## src/rtl/cdma_spread_sched.sv

```systemverilog
// Round-robin frame scheduler feeding a shared Gold-code spreader (set/seed/signal).
// Optional build macro CDMA_PREAMBLE_EN prepends a one-bit all-ones preamble to every frame.
module cdma_spread_sched #(
  parameter int unsigned NUM_USERS      = 4,
  parameter int unsigned CHIPS_PER_BIT  = 31,
  parameter int unsigned BITS_PER_FRAME = 8,
  parameter int unsigned GUARD_CYCLES   = 2
) (
  input  logic                   clk_i,
  input  logic                   set_i,
  input  logic [NUM_USERS-1:0]   req_i,
  input  logic [5*NUM_USERS-1:0] seed_table_i,
  input  logic [NUM_USERS-1:0]   data_i,
  output logic [NUM_USERS-1:0]   grant_o,
  output logic                   bit_ack_o,
  output logic                   frame_done_o,
  output logic                   abort_o,
  output logic                   seed_err_o,
  output logic                   spr_set_no,
  output logic [4:0]             spr_seed_o,
  output logic                   spr_signal_o
);

`ifdef CDMA_PREAMBLE_EN
  localparam int unsigned NumBits  = BITS_PER_FRAME + 1;
  localparam logic        Preamble = 1'b1;
`else
  localparam int unsigned NumBits  = BITS_PER_FRAME;
  localparam logic        Preamble = 1'b0;
`endif

  localparam int unsigned PtrW   = $clog2(NUM_USERS);
  localparam int unsigned ChipW  = $clog2(CHIPS_PER_BIT);
  localparam int unsigned BitW   = $clog2(NumBits + 1);
  localparam int unsigned GuardW = $clog2(GUARD_CYCLES + 1);

  localparam logic [ChipW-1:0]  ChipLast   = ChipW'(CHIPS_PER_BIT - 1);
  localparam logic [ChipW-1:0]  ChipPenult = ChipW'(CHIPS_PER_BIT - 2);
  localparam logic [BitW-1:0]   BitLast    = BitW'(NumBits - 1);
  localparam logic [GuardW-1:0] GuardLast  = GuardW'(GUARD_CYCLES - 1);
  localparam logic [PtrW-1:0]   PtrLast    = PtrW'(NUM_USERS - 1);

  typedef enum logic [1:0] {StIdle, StLoad, StSpread, StGuard} state_e;

  state_e                state_q, state_d;
  logic [NUM_USERS-1:0]  grant_q, grant_d;
  logic                  bit_ack_q, bit_ack_d;
  logic                  done_q, done_d;
  logic                  abort_q, abort_d;
  logic                  err_q, err_d;
  logic                  set_n_q, set_n_d;
  logic [4:0]            seed_q, seed_d;
  logic                  signal_q, signal_d;
  logic [PtrW-1:0]       ptr_q, ptr_d;
  logic [ChipW-1:0]      chip_q, chip_d;
  logic [BitW-1:0]       bit_q, bit_d;
  logic [GuardW-1:0]     guard_q, guard_d;

  logic [NUM_USERS-1:0]  elig, zero_req;
  logic                  found;
  logic [PtrW-1:0]       win_idx;
  int unsigned           cand;
  logic                  req_g, data_g, last_chip, last_bit;

  for (genvar u = 0; u < NUM_USERS; u++) begin : g_elig
    assign elig[u]     = req_i[u] && (seed_table_i[5*u +: 5] != 5'd0);
    assign zero_req[u] = req_i[u] && (seed_table_i[5*u +: 5] == 5'd0);
  end

  // First eligible user at or above the pointer, wrapping around.
  always_comb begin
    found   = 1'b0;
    win_idx = '0;
    cand    = 0;
    for (int unsigned i = 0; i < NUM_USERS; i++) begin
      cand = 32'(ptr_q) + i;
      if (cand >= NUM_USERS) cand = cand - NUM_USERS;
      if (!found && elig[PtrW'(cand)]) begin
        found   = 1'b1;
        win_idx = PtrW'(cand);
      end
    end
  end

  assign req_g     = |(req_i & grant_q);
  assign data_g    = |(data_i & grant_q);
  assign last_chip = (chip_q == ChipLast);
  assign last_bit  = (bit_q == BitLast);

  always_comb begin
    state_d   = state_q;
    grant_d   = grant_q;
    bit_ack_d = 1'b0;
    done_d    = 1'b0;
    abort_d   = 1'b0;
    err_d     = err_q;
    set_n_d   = set_n_q;
    seed_d    = seed_q;
    signal_d  = signal_q;
    ptr_d     = ptr_q;
    chip_d    = chip_q;
    bit_d     = bit_q;
    guard_d   = guard_q;
    unique case (state_q)
      StIdle: begin
        set_n_d = 1'b0;
        if (|zero_req) err_d = 1'b1;
        if (found) begin
          state_d          = StLoad;
          grant_d          = '0;
          grant_d[win_idx] = 1'b1;
          seed_d           = seed_table_i[5*win_idx +: 5];
          ptr_d            = (win_idx == PtrLast) ? '0 : win_idx + 1'b1;
        end
      end
      StLoad: begin
        if (!req_g) begin
          state_d  = StGuard;
          abort_d  = 1'b1;
          grant_d  = '0;
          set_n_d  = 1'b0;
          signal_d = 1'b0;
          guard_d  = '0;
        end else begin
          state_d   = StSpread;
          set_n_d   = 1'b1;
          chip_d    = '0;
          bit_d     = '0;
          signal_d  = Preamble ? 1'b1 : data_g;
          bit_ack_d = !Preamble;
        end
      end
      StSpread: begin
        // Completion wins over a request drop on the very last chip (frame_done already shown).
        if (last_chip && last_bit) begin
          state_d  = StGuard;
          grant_d  = '0;
          set_n_d  = 1'b0;
          signal_d = 1'b0;
          guard_d  = '0;
        end else if (!req_g) begin
          state_d  = StGuard;
          abort_d  = 1'b1;
          grant_d  = '0;
          set_n_d  = 1'b0;
          signal_d = 1'b0;
          guard_d  = '0;
        end else if (last_chip) begin
          chip_d    = '0;
          bit_d     = bit_q + 1'b1;
          signal_d  = data_g;
          bit_ack_d = 1'b1;
        end else begin
          chip_d = chip_q + 1'b1;
          done_d = last_bit && (chip_q == ChipPenult);
        end
      end
      StGuard: begin
        if (guard_q == GuardLast) state_d = StIdle;
        else guard_d = guard_q + 1'b1;
      end
      default: state_d = StIdle;
    endcase
  end

  always_ff @(posedge clk_i or negedge set_i) begin
    if (!set_i) begin
      state_q   <= StIdle;
      grant_q   <= '0;
      bit_ack_q <= 1'b0;
      done_q    <= 1'b0;
      abort_q   <= 1'b0;
      err_q     <= 1'b0;
      set_n_q   <= 1'b0;
      seed_q    <= 5'b00001;
      signal_q  <= 1'b0;
      ptr_q     <= '0;
      chip_q    <= '0;
      bit_q     <= '0;
      guard_q   <= '0;
    end else begin
      state_q   <= state_d;
      grant_q   <= grant_d;
      bit_ack_q <= bit_ack_d;
      done_q    <= done_d;
      abort_q   <= abort_d;
      err_q     <= err_d;
      set_n_q   <= set_n_d;
      seed_q    <= seed_d;
      signal_q  <= signal_d;
      ptr_q     <= ptr_d;
      chip_q    <= chip_d;
      bit_q     <= bit_d;
      guard_q   <= guard_d;
    end
  end

  assign grant_o      = grant_q;
  assign bit_ack_o    = bit_ack_q;
  assign frame_done_o = done_q;
  assign abort_o      = abort_q;
  assign seed_err_o   = err_q;
  assign spr_set_no   = set_n_q;
  assign spr_seed_o   = seed_q;
  assign spr_signal_o = signal_q;

endmodule

```

## config.mk

```make
export PLATFORM = sky130hd
export DESIGN_NAME = cdma_spread_sched
export DESIGN_NICKNAME = d
export VERILOG_FILES = /design/src/rtl/cdma_spread_sched.sv
export SDC_FILE = /design/constraint.sdc
export NUM_CORES = 1
export LEC_CHECK = 0
export ABC_CLOCK_PERIOD_IN_PS = 4550
export CORE_MARGIN = 1.5
export CORE_UTILIZATION = 50
export CTS_CLUSTER_SIZE = 10
export DETAILED_ROUTE_END_ITERATION = 10
export MAX_ROUTING_LAYER = met4
export PLACE_DENSITY = 0.83
export RECOVER_POWER = 25
export SLEW_MARGIN = 15
export SYNTH_ARGS = -nofsm -noshare
export SYNTH_HDL_FRONTEND = slang
export SYNTH_SLANG_ARGS = --single-unit
```

## constraint.sdc

```tcl
create_clock -name clk_i -period 4.55 [get_ports clk_i]
set_clock_uncertainty 0.2 [all_clocks]
set_input_delay 1.1375 -clock clk_i [delete_from_list [all_inputs] [get_ports clk_i]]
set_output_delay 1.1375 -clock clk_i [all_outputs]
set_load 0.01 [all_outputs]
```

==> results of run 1 <==
==> stage by stage <==
step,total power [uW],instances,worst slack [ns]
6_report,1440,296,0.819
3_5_place_dp,1210,288,0.605
3_3_place_gp,1190,288,0.655
4_1_cts,1440,296,0.903
2_1_floorplan,957,199,1.37
5_1_grt,1550,296,0.668
==> layout make-up <==
cell class / count / area [sq um] / area share [%]
inverter: 15 / 56.3 / 2.25
sequential: 30 / 752 / 30.0
clock inverter: 1 / 5.00 / 0.200
clock buffer: 7 / 86.3 / 3.45
tap: 48 / 60.1 / 2.40
timing repair buffer: 45 / 444 / 17.8
multi-input combinational: 150 / 1100 / 43.9
==> cells by family after synthesis <==
family / Yosys count / share of synthesized area, %
and+or+nand+nor: 62 / 17.6
muxes: 8 / 4.26
adders and majority gates: 11 / 7.10
DFF: 30 / 38.8
AOI/OAI and AO/OA: 64 / 25.4
xor gates and xnor gates: 5 / 2.26
buffers and inverters: 19 / 4.52
==> flip-flops by register name, summed over array words and instances (netlist names) <==
| signal | flops |
|---|---|
| ptr_q | 2 |
| grant_o | 4 |
| bit_ack_o | 1 |
| chip_q | 5 |
| guard_q | 2 |
| spr_signal_o | 1 |
| spr_set_no | 1 |
| bit_q | 4 |
| seed_err_o | 1 |
| state_q | 2 |
| abort_o | 1 |
| spr_seed_o | 5 |
| frame_done_o | 1 |
==> placed cells by master, fill, tap and decap left out, types with 2 or more instances in the layout <==
cell type | Yosys | final
and4_1 | 2 | 2
nand3b_1 | 2 | 2
or4_1 | 2 | 2
and3b_1 | 2 | 2
nand4_1 | 5 | 5
xor2_1 | 3 | 3
o21ai_0 | 10 | 10
mux2_2 | 2 | 2
o2bb2ai_1 | 3 | 3
or4_4 | 2 | 2
a22oi_1 | 4 | 4
nor2b_1 | 4 | 4
a221o_1 | 2 | 2
a211oi_1 | 6 | 6
nor2_1 | 16 | 16
clkbuf_1 | 3 | 2
nand2_1 | 13 | 13
mux2i_1 | 6 | 6
o21a_1 | 2 | 2
nand3_1 | 6 | 6
clkdlybuf4s50_1 | 0 | 43
o21ai_2 | 2 | 2
ha_1 | 11 | 11
a21oi_1 | 6 | 6
a2111oi_0 | 5 | 5
inv_1 | 14 | 14
dfrtp_1 | 29 | 29
o31ai_1 | 2 | 2
clkbuf_8 | 0 | 6
xnor2_1 | 2 | 2
a31oi_1 | 7 | 7
a22o_1 | 2 | 2
nand2b_1 | 2 | 2
==> power groups by stage <==
stage	Sequential, uW	Combinational, uW	Clock (uW)
after global routing	453	852	243
after global placement	440	748	0
final	441	768	227
after floorplan	450	507	0
after detailed placement	445	765	0
after CTS	441	767	229
==> worst register-to-register path, stage by stage (launching register included) <==
cell and delay, ns:
dfrtp_1 0.40, inv_1 0.15, ha_1 0.35, inv_1 0.15
a21oi_1 0.35, a221o_1 0.27, mux2_2 0.34
==> path summary, 6_finish.rpt <==
kind                                        start                        end  slack (ns)  depth (start not counted)
setup / recovery                  seed_table_i[5]  spr_seed_o[1]$_DFFE_PN0P_        0.82                          8
hold / removal             seed_err_o$_DFFE_PN0P_     seed_err_o$_DFFE_PN0P_        0.26                          1
setup reg to reg           state_q[0]$_DFFE_PN0P_     state_q[1]$_DFFE_PN0P_        2.24                          6
hold reg to reg            seed_err_o$_DFFE_PN0P_     seed_err_o$_DFFE_PN0P_        0.26                          1
max in group asynchronous                   set_i       ptr_q[0]$_DFFE_PN0P_        1.62                          2
min in group asynchronous                   set_i      chip_q[1]$_DFFE_PN0P_        1.59                          2
==> routing by layer <==
metal	GRT usage [%]	wire (microns)	vias up
li1	-	-	856
met1	30.5	2100	847
met2	41.1	2260	41
met3	4.97	145	12
met4	8.85	91	0
met5	-	0	-
==> Yosys cell counts, drive strengths merged, types with 2 or more instances <==
cell     instances
a2111oi          5
a211oi           6
a21oi            6
a221o            2
a22o             2
a22oi            5
a31oi            7
a32oi            2
and3b            2
and4             2
clkbuf           3
dfrtp           29
ha              11
inv             15
mux2             2
mux2i            6
nand2           13
nand2b           2
nand3            7
nand3b           2
nand4            5
nor2            16
nor2b            4
o21a             3
o21ai           12
o2bb2ai          3
o31ai            2
or4              4
xnor2            2
xor2             3
==> impl_metrics.csv, run 1 <==
group,metric,value,unit
outcome,outcome,"complete, but fails checks",
outcome,violations,"capacitance limit, slew limit",
setup_path,crit_arrival,3.67,ns
pwr,p_clk_share,15.8,%
grt,grt_pass1_wl,7.89,mm
cts,path_clk_slew,0.07,ns
finish,design_area,2500,sq um
pwr,p_int,822,uW
sta,max_freq,268,MHz
finish,final_core_util,67.8,%
floorplan,fp.dieW,65.3,microns
synthesis,yosys.area.top_type_share,37.4,%
floorplan,start_util,52.5,%
cts,cts_root_buffer,"clkbuf_8",
synthesis,synthArstFlopShare,100,%
setup_path,crit_chain,"clkdlybuf4s50_1, or4_4, o21ai_2, nand3b_1, nand3_2, inv_2, a2111oi_0, a211oi_1",
finish,antenna-diode-count,0,
setup_path,cp_slowest_stage_delay,0.66,ns
setup_path,crit_fanout,12,
floorplan,fp-row-count,22,
synthesis,synth_area_per_cell,9.74,sq um
sta,fin_crit,3.73,ns
routing,dr.pass1.iters,4,
floorplan,die_h,65.3,microns
finish,area_growth,29.1,%
routing,wirelength,4.60,mm
placed_design,placed_area,2410,sq um
synthesis,ys.warnings.count,0,
cts,cts_made_buffers,5,
setup_path,critPathLaunchType,"input port",
synthesis,yosysTopAreaCell,"dfrtp_1",
pwr,powerDensity,574,nW/um^2
pwr,peakVddDrop,0.256,mV
pwr,seqPwrFrac,30.7,%
synthesis,syn_area,1940,sq um
grt,grt_start_max_net_pins,31,
placed_design,port_buffers,44,
routing,vias,1756,
cts,cts_setup_buffers,0,
pwr,p_sw,613,uW
finish,drive_above_1_share,7.66,%
cts,clockBufferDepth,2,
synthesis,synth_edf_count,0,
placed_design,hpwl,3.59,mm
cts,htreeDepth,2,
routing,drc,0,
cts,postCtsHoldBufs,0,
sta,worst_pin_slew,1.61,ns
sta,hold_viol,0,
pwr,comb_power_share,53.5,%
synthesis,ys_seq_area_share,38.8,%
routing,post_drt_via_cell_ratio,5.93,
pwr,swShare,42.7,%
sta,slew_violations,31,
grt,grt_usage,24.9,%
hold_path,hp-class,"reg -> reg",
run,max_cap_viol_count,1,
grt,grt_pass1_vias,1693,
routing,drtIter0Drc,220,
sta,whs,0.265,ns
floorplan,dieArea,4260,sq um
floorplan,ioPinCount,45,
sta,fin_crit_sh,82.0,%
cts,clk_latency,0.28,ns
synthesis,synthFlopType,"dfrtp_1",
sta,grt_setup_unrepaired,"false",
synthesis,ys_ff_latch,30,
synthesis,syn-num-nets,240,
finish,n_fill_cell,313,
synthesis,synth_cells,199,
finish,fin_nets,288,
cts,cts_tree,"done",
setup_path,required,4.49,ns
sta,fin_setup_tns,0,ns
sta,maxSlewHeadroom,-7.58,%
setup_path,cpMaxStageDelayCell,"a2111oi_0",
routing,wl_per_cell,15.5,microns
floorplan,core_region_area,3690,sq um
setup_path,path_class,"in -> reg",
synthesis,ys_types,53,
routing,ant_nets,0,
cts,cts_resized,0,
setup_path,critical_path.top_delay_family,"simple AND/OR/NAND/NOR gates",
grt,grt-ovfl-total,0,
setup_path,critical_path.n_buffers_inverters,2,
synthesis,synth_top_cells_by_area,"dfrtp_1, ha_1, mux2i_1",
pwr,power_leakage,0.00104,uW
placed_design,place.gp.congestion,0.892,
cts,cts_sinks,30,
sta,setup_viol,0,
setup_path,critPathCaptureType,"flop",
grt,antenna_found_initial,0,
(Power assumes the default switching activity.)
==> run 2, diff against run 1 <==
--- a/config.mk
+++ b/config.mk
@@ -5,13 +5,13 @@
 export SDC_FILE = /design/constraint.sdc
 export NUM_CORES = 1
 export LEC_CHECK = 0
-export ABC_CLOCK_PERIOD_IN_PS = 4550
+export ABC_CLOCK_PERIOD_IN_PS = 3020
 export CORE_MARGIN = 1.5
-export CORE_UTILIZATION = 50
+export CORE_UTILIZATION = 45
 export CTS_CLUSTER_SIZE = 10
 export DETAILED_ROUTE_END_ITERATION = 10
 export MAX_ROUTING_LAYER = met4
-export PLACE_DENSITY = 0.83
+export PLACE_DENSITY = 0.79
 export RECOVER_POWER = 25
 export SLEW_MARGIN = 15
 export SYNTH_ARGS = -nofsm -noshare
==> constraint.sdc (replaced) <==
create_clock -name clk_i -period 3.02 [get_ports clk_i]
set_clock_uncertainty 0.2 [all_clocks]
set_input_delay 0.755 -clock clk_i [delete_from_list [all_inputs] [get_ports clk_i]]
set_output_delay 0.755 -clock clk_i [all_outputs]
set_load 0.01 [all_outputs]
==> run 2 against run 1 <==
Compared with the run above: the run still ends with capacitance limit, slew limit left; global-route usage fell by 1.9 points; via count increased by 6.4%; cell area is 15% higher; combinational power up 90%; clock power increased by 37%; non-clock buffer count increased by 21; final cell count is 8.1% higher; critical path type unchanged; largest cell class unchanged; highest routed layer unchanged.
==> impl_metrics.csv, run 2 (synthesized netlist as in run 1, its figures left out) <==
group,metric,value,unit
setup_path,cpMaxStageDelayCell,"clkdlybuf4s50_1",
outcome,violations,"capacitance limit, slew limit",
floorplan,dieArea,4710,sq um
sta,fin_crit,3.00,ns
routing,wl_per_cell,16.4,microns
routing,post_drt_via_cell_ratio,5.84,
cts,cts_sinks,30,
routing,drc,0,
cts,cts_made_buffers,5,
floorplan,die_h,68.6,microns
setup_path,critPathLaunchType,"input port",
setup_path,r2r_slack,0.73,ns
grt,antenna_found_initial,0,
setup_path,required,2.97,ns
setup_path,cp_slowest_stage_delay,0.49,ns
run,max_cap_viol_count,1,
grt,grt_pass1_wl,7.67,mm
sta,maxSlewHeadroom,-5.01,%
finish,final_cell_mix,"clkdlybuf4s50_1, dfrtp_1, buf_4, nor2_1, inv_1",
routing,ant_nets,0,
finish,n_fill_cell,300,
pwr,peakVddDrop,0.320,mV
setup_path,path_class,"in -> reg",
setup_path,crit_arrival,2.96,ns
sta,slew_violations,31,
floorplan,core_region_area,4060,sq um
cts,clockBufferDepth,2,
finish,antenna-diode-count,0,
sta,fin_crit_sh,99.5,%
pwr,powerDensity,852,nW/um^2
grt,grt-ovfl-total,0,
setup_path,crit_fanout,6,
sta,whs,0.271,ns
setup_path,crit_path_start,"seed_table_i[18]",
placed_design,place.gp.congestion,0.861,
cts,htreeDepth,2,
placed_design,hpwl,3.77,mm
setup_path,reg2reg_depth,8,
cts,clk_latency,0.28,ns
finish,fin_nets,310,
setup_path,timing.rr.end,"state_q[0]$_DFFE_PN0P_",
placed_design,port_buffers,44,
cts,path_clk_slew,0.07,ns
grt,grt_pass1_vias,1737,
routing,drtIter0Drc,103,
finish,final_common_cell,"clkdlybuf4s50_1",
sta,hold_viol,0,
grt,grt_usage,22.9,%
grt,grt_start_max_net_pins,31,
routing,dr.pass1.iters,4,
floorplan,fp-row-count,23,
finish,area_growth,47.8,%
routing,wirelength,5.24,mm
sta,max_freq,333,MHz
finish,drive_above_1_share,21.9,%
hold_path,hold-path-endpoint,"seed_err_o$_DFFE_PN0P_",
setup_path,critPathCaptureType,"flop",
floorplan,start_util,47.8,%
hold_path,whs_path_depth,1,
hold_path,hp-class,"reg -> reg",
outcome,outcome,"complete, but fails checks",
floorplan,fp.dieW,68.6,microns
sta,worst_pin_slew,1.58,ns
hold_path,hp-start,"seed_err_o$_DFFE_PN0P_",
pwr,power_leakage,0.00122,uW
routing,vias,1869,
cts,cts_tree,"done",
floorplan,ioPinCount,45,
setup_path,crit_chain,"clkdlybuf4s50_1, or4_4, o21ai_4, a32oi_4, nand3_4, inv_8, a2111oi_4, a211oi_1",
sta,setup_viol,0,
finish,final_core_util,70.6,%
cts,cts_root_buffer,"clkbuf_8",
cts,postCtsHoldBufs,0,
setup_path,r2r-start,"chip_q[0]$_DFFE_PN0P_",
run 2: cell types whose count changed in the layout (fill, tap and decap cells not counted), sizes merged:
cell | before | now
dlymetal6s2s | 0 | 6
clkinv | 1 | 2
inv | 15 | 16
clkbuf | 8 | 7
buf | 0 | 21
clkdlybuf4s50 | 43 | 37
run 2: worst max-delay path: cells and delay by family:
| kind | cells | cell delay, ns |
|---|---|---|
| buffers and inverters | 2 | 0.56 |
| and+or+nand+nor | 2 | 0.68 |
| AOI/OAI and AO/OA | 4 | 0.97 |
run 2: how the worst max path moves through the flow:
| stage | endpoint | slack, ns | cells past startpoint |
|---|---|---|---|
| after floorplan | spr_seed_o[1]$_DFFE_PN0P_ | 0.22 | 8 |
| after global placement | spr_seed_o[1]$_DFFE_PN0P_ | -0.44 | 8 |
| after detailed placement | spr_seed_o[4]$_DFFE_PN0P_ | -0.38 | 8 |
| after CTS | spr_seed_o[4]$_DFFE_PN0P_ | 0.005 | 8 |
| after global routing | spr_seed_o[4]$_DFFE_PN0P_ | -0.06 | 8 |
| final | spr_seed_o[4]$_DFFE_PN0P_ | 0.02 | 8 |
run 2: report_power, final:
| group | internal, uW | switching, uW | total (uW) |
|---|---|---|---|
| clock | 159 | 151 | 310 |
| sequential | 546 | 121 | 667 |
| combinational | 681 | 782 | 1460 |
run 2: metal layers:
layer  vias to the layer above  track usage, %  wire, microns
met1                       889            26.7           2170
met3                        19            5.19            233
met2                        67            37.9           2630
met4                         0            10.0            202
li1                        894               -              -
met5                         -               -              0
run 2: cell type report:
type                    count  area, sq um  share of cell area (%)
multi-input cells         150         1280                    44.6
flip-flops and latches     30          752                    26.2
repair buffers             66          617                    21.5
clock buffers               6         72.6                    2.53
inverters                  15         63.8                    2.23
well taps                  50         62.6                    2.18
clock inverters             2         10.0                   0.349
repair inverters            1         8.76                   0.306
run 2: metrics by stage:
stage               setup WS, ns  cells  setup TNS, ns  total power, uW  instance area [sq um]
detailed placement        -0.380    308          -3.16             1930                   2550
CTS                      0.00541    316              0             2260                   2650
finish                    0.0160    320              0             2440                   2870
global route             -0.0556    320         -0.100             2630                   2870
floorplan                  0.223    199              0             1440                   1940
global placement          -0.441    308          -2.98             1910                   2550
run 2: timing repair:
item / in CTS / in global routing
pin swaps: 0 / 13
gates resized for setup: 6 / 42
endpoints found under the hold margin: 0 / 0
setup buffers: 0 / 3
cloned: 0 / 1
setup endpoints to repair: 4 / 12
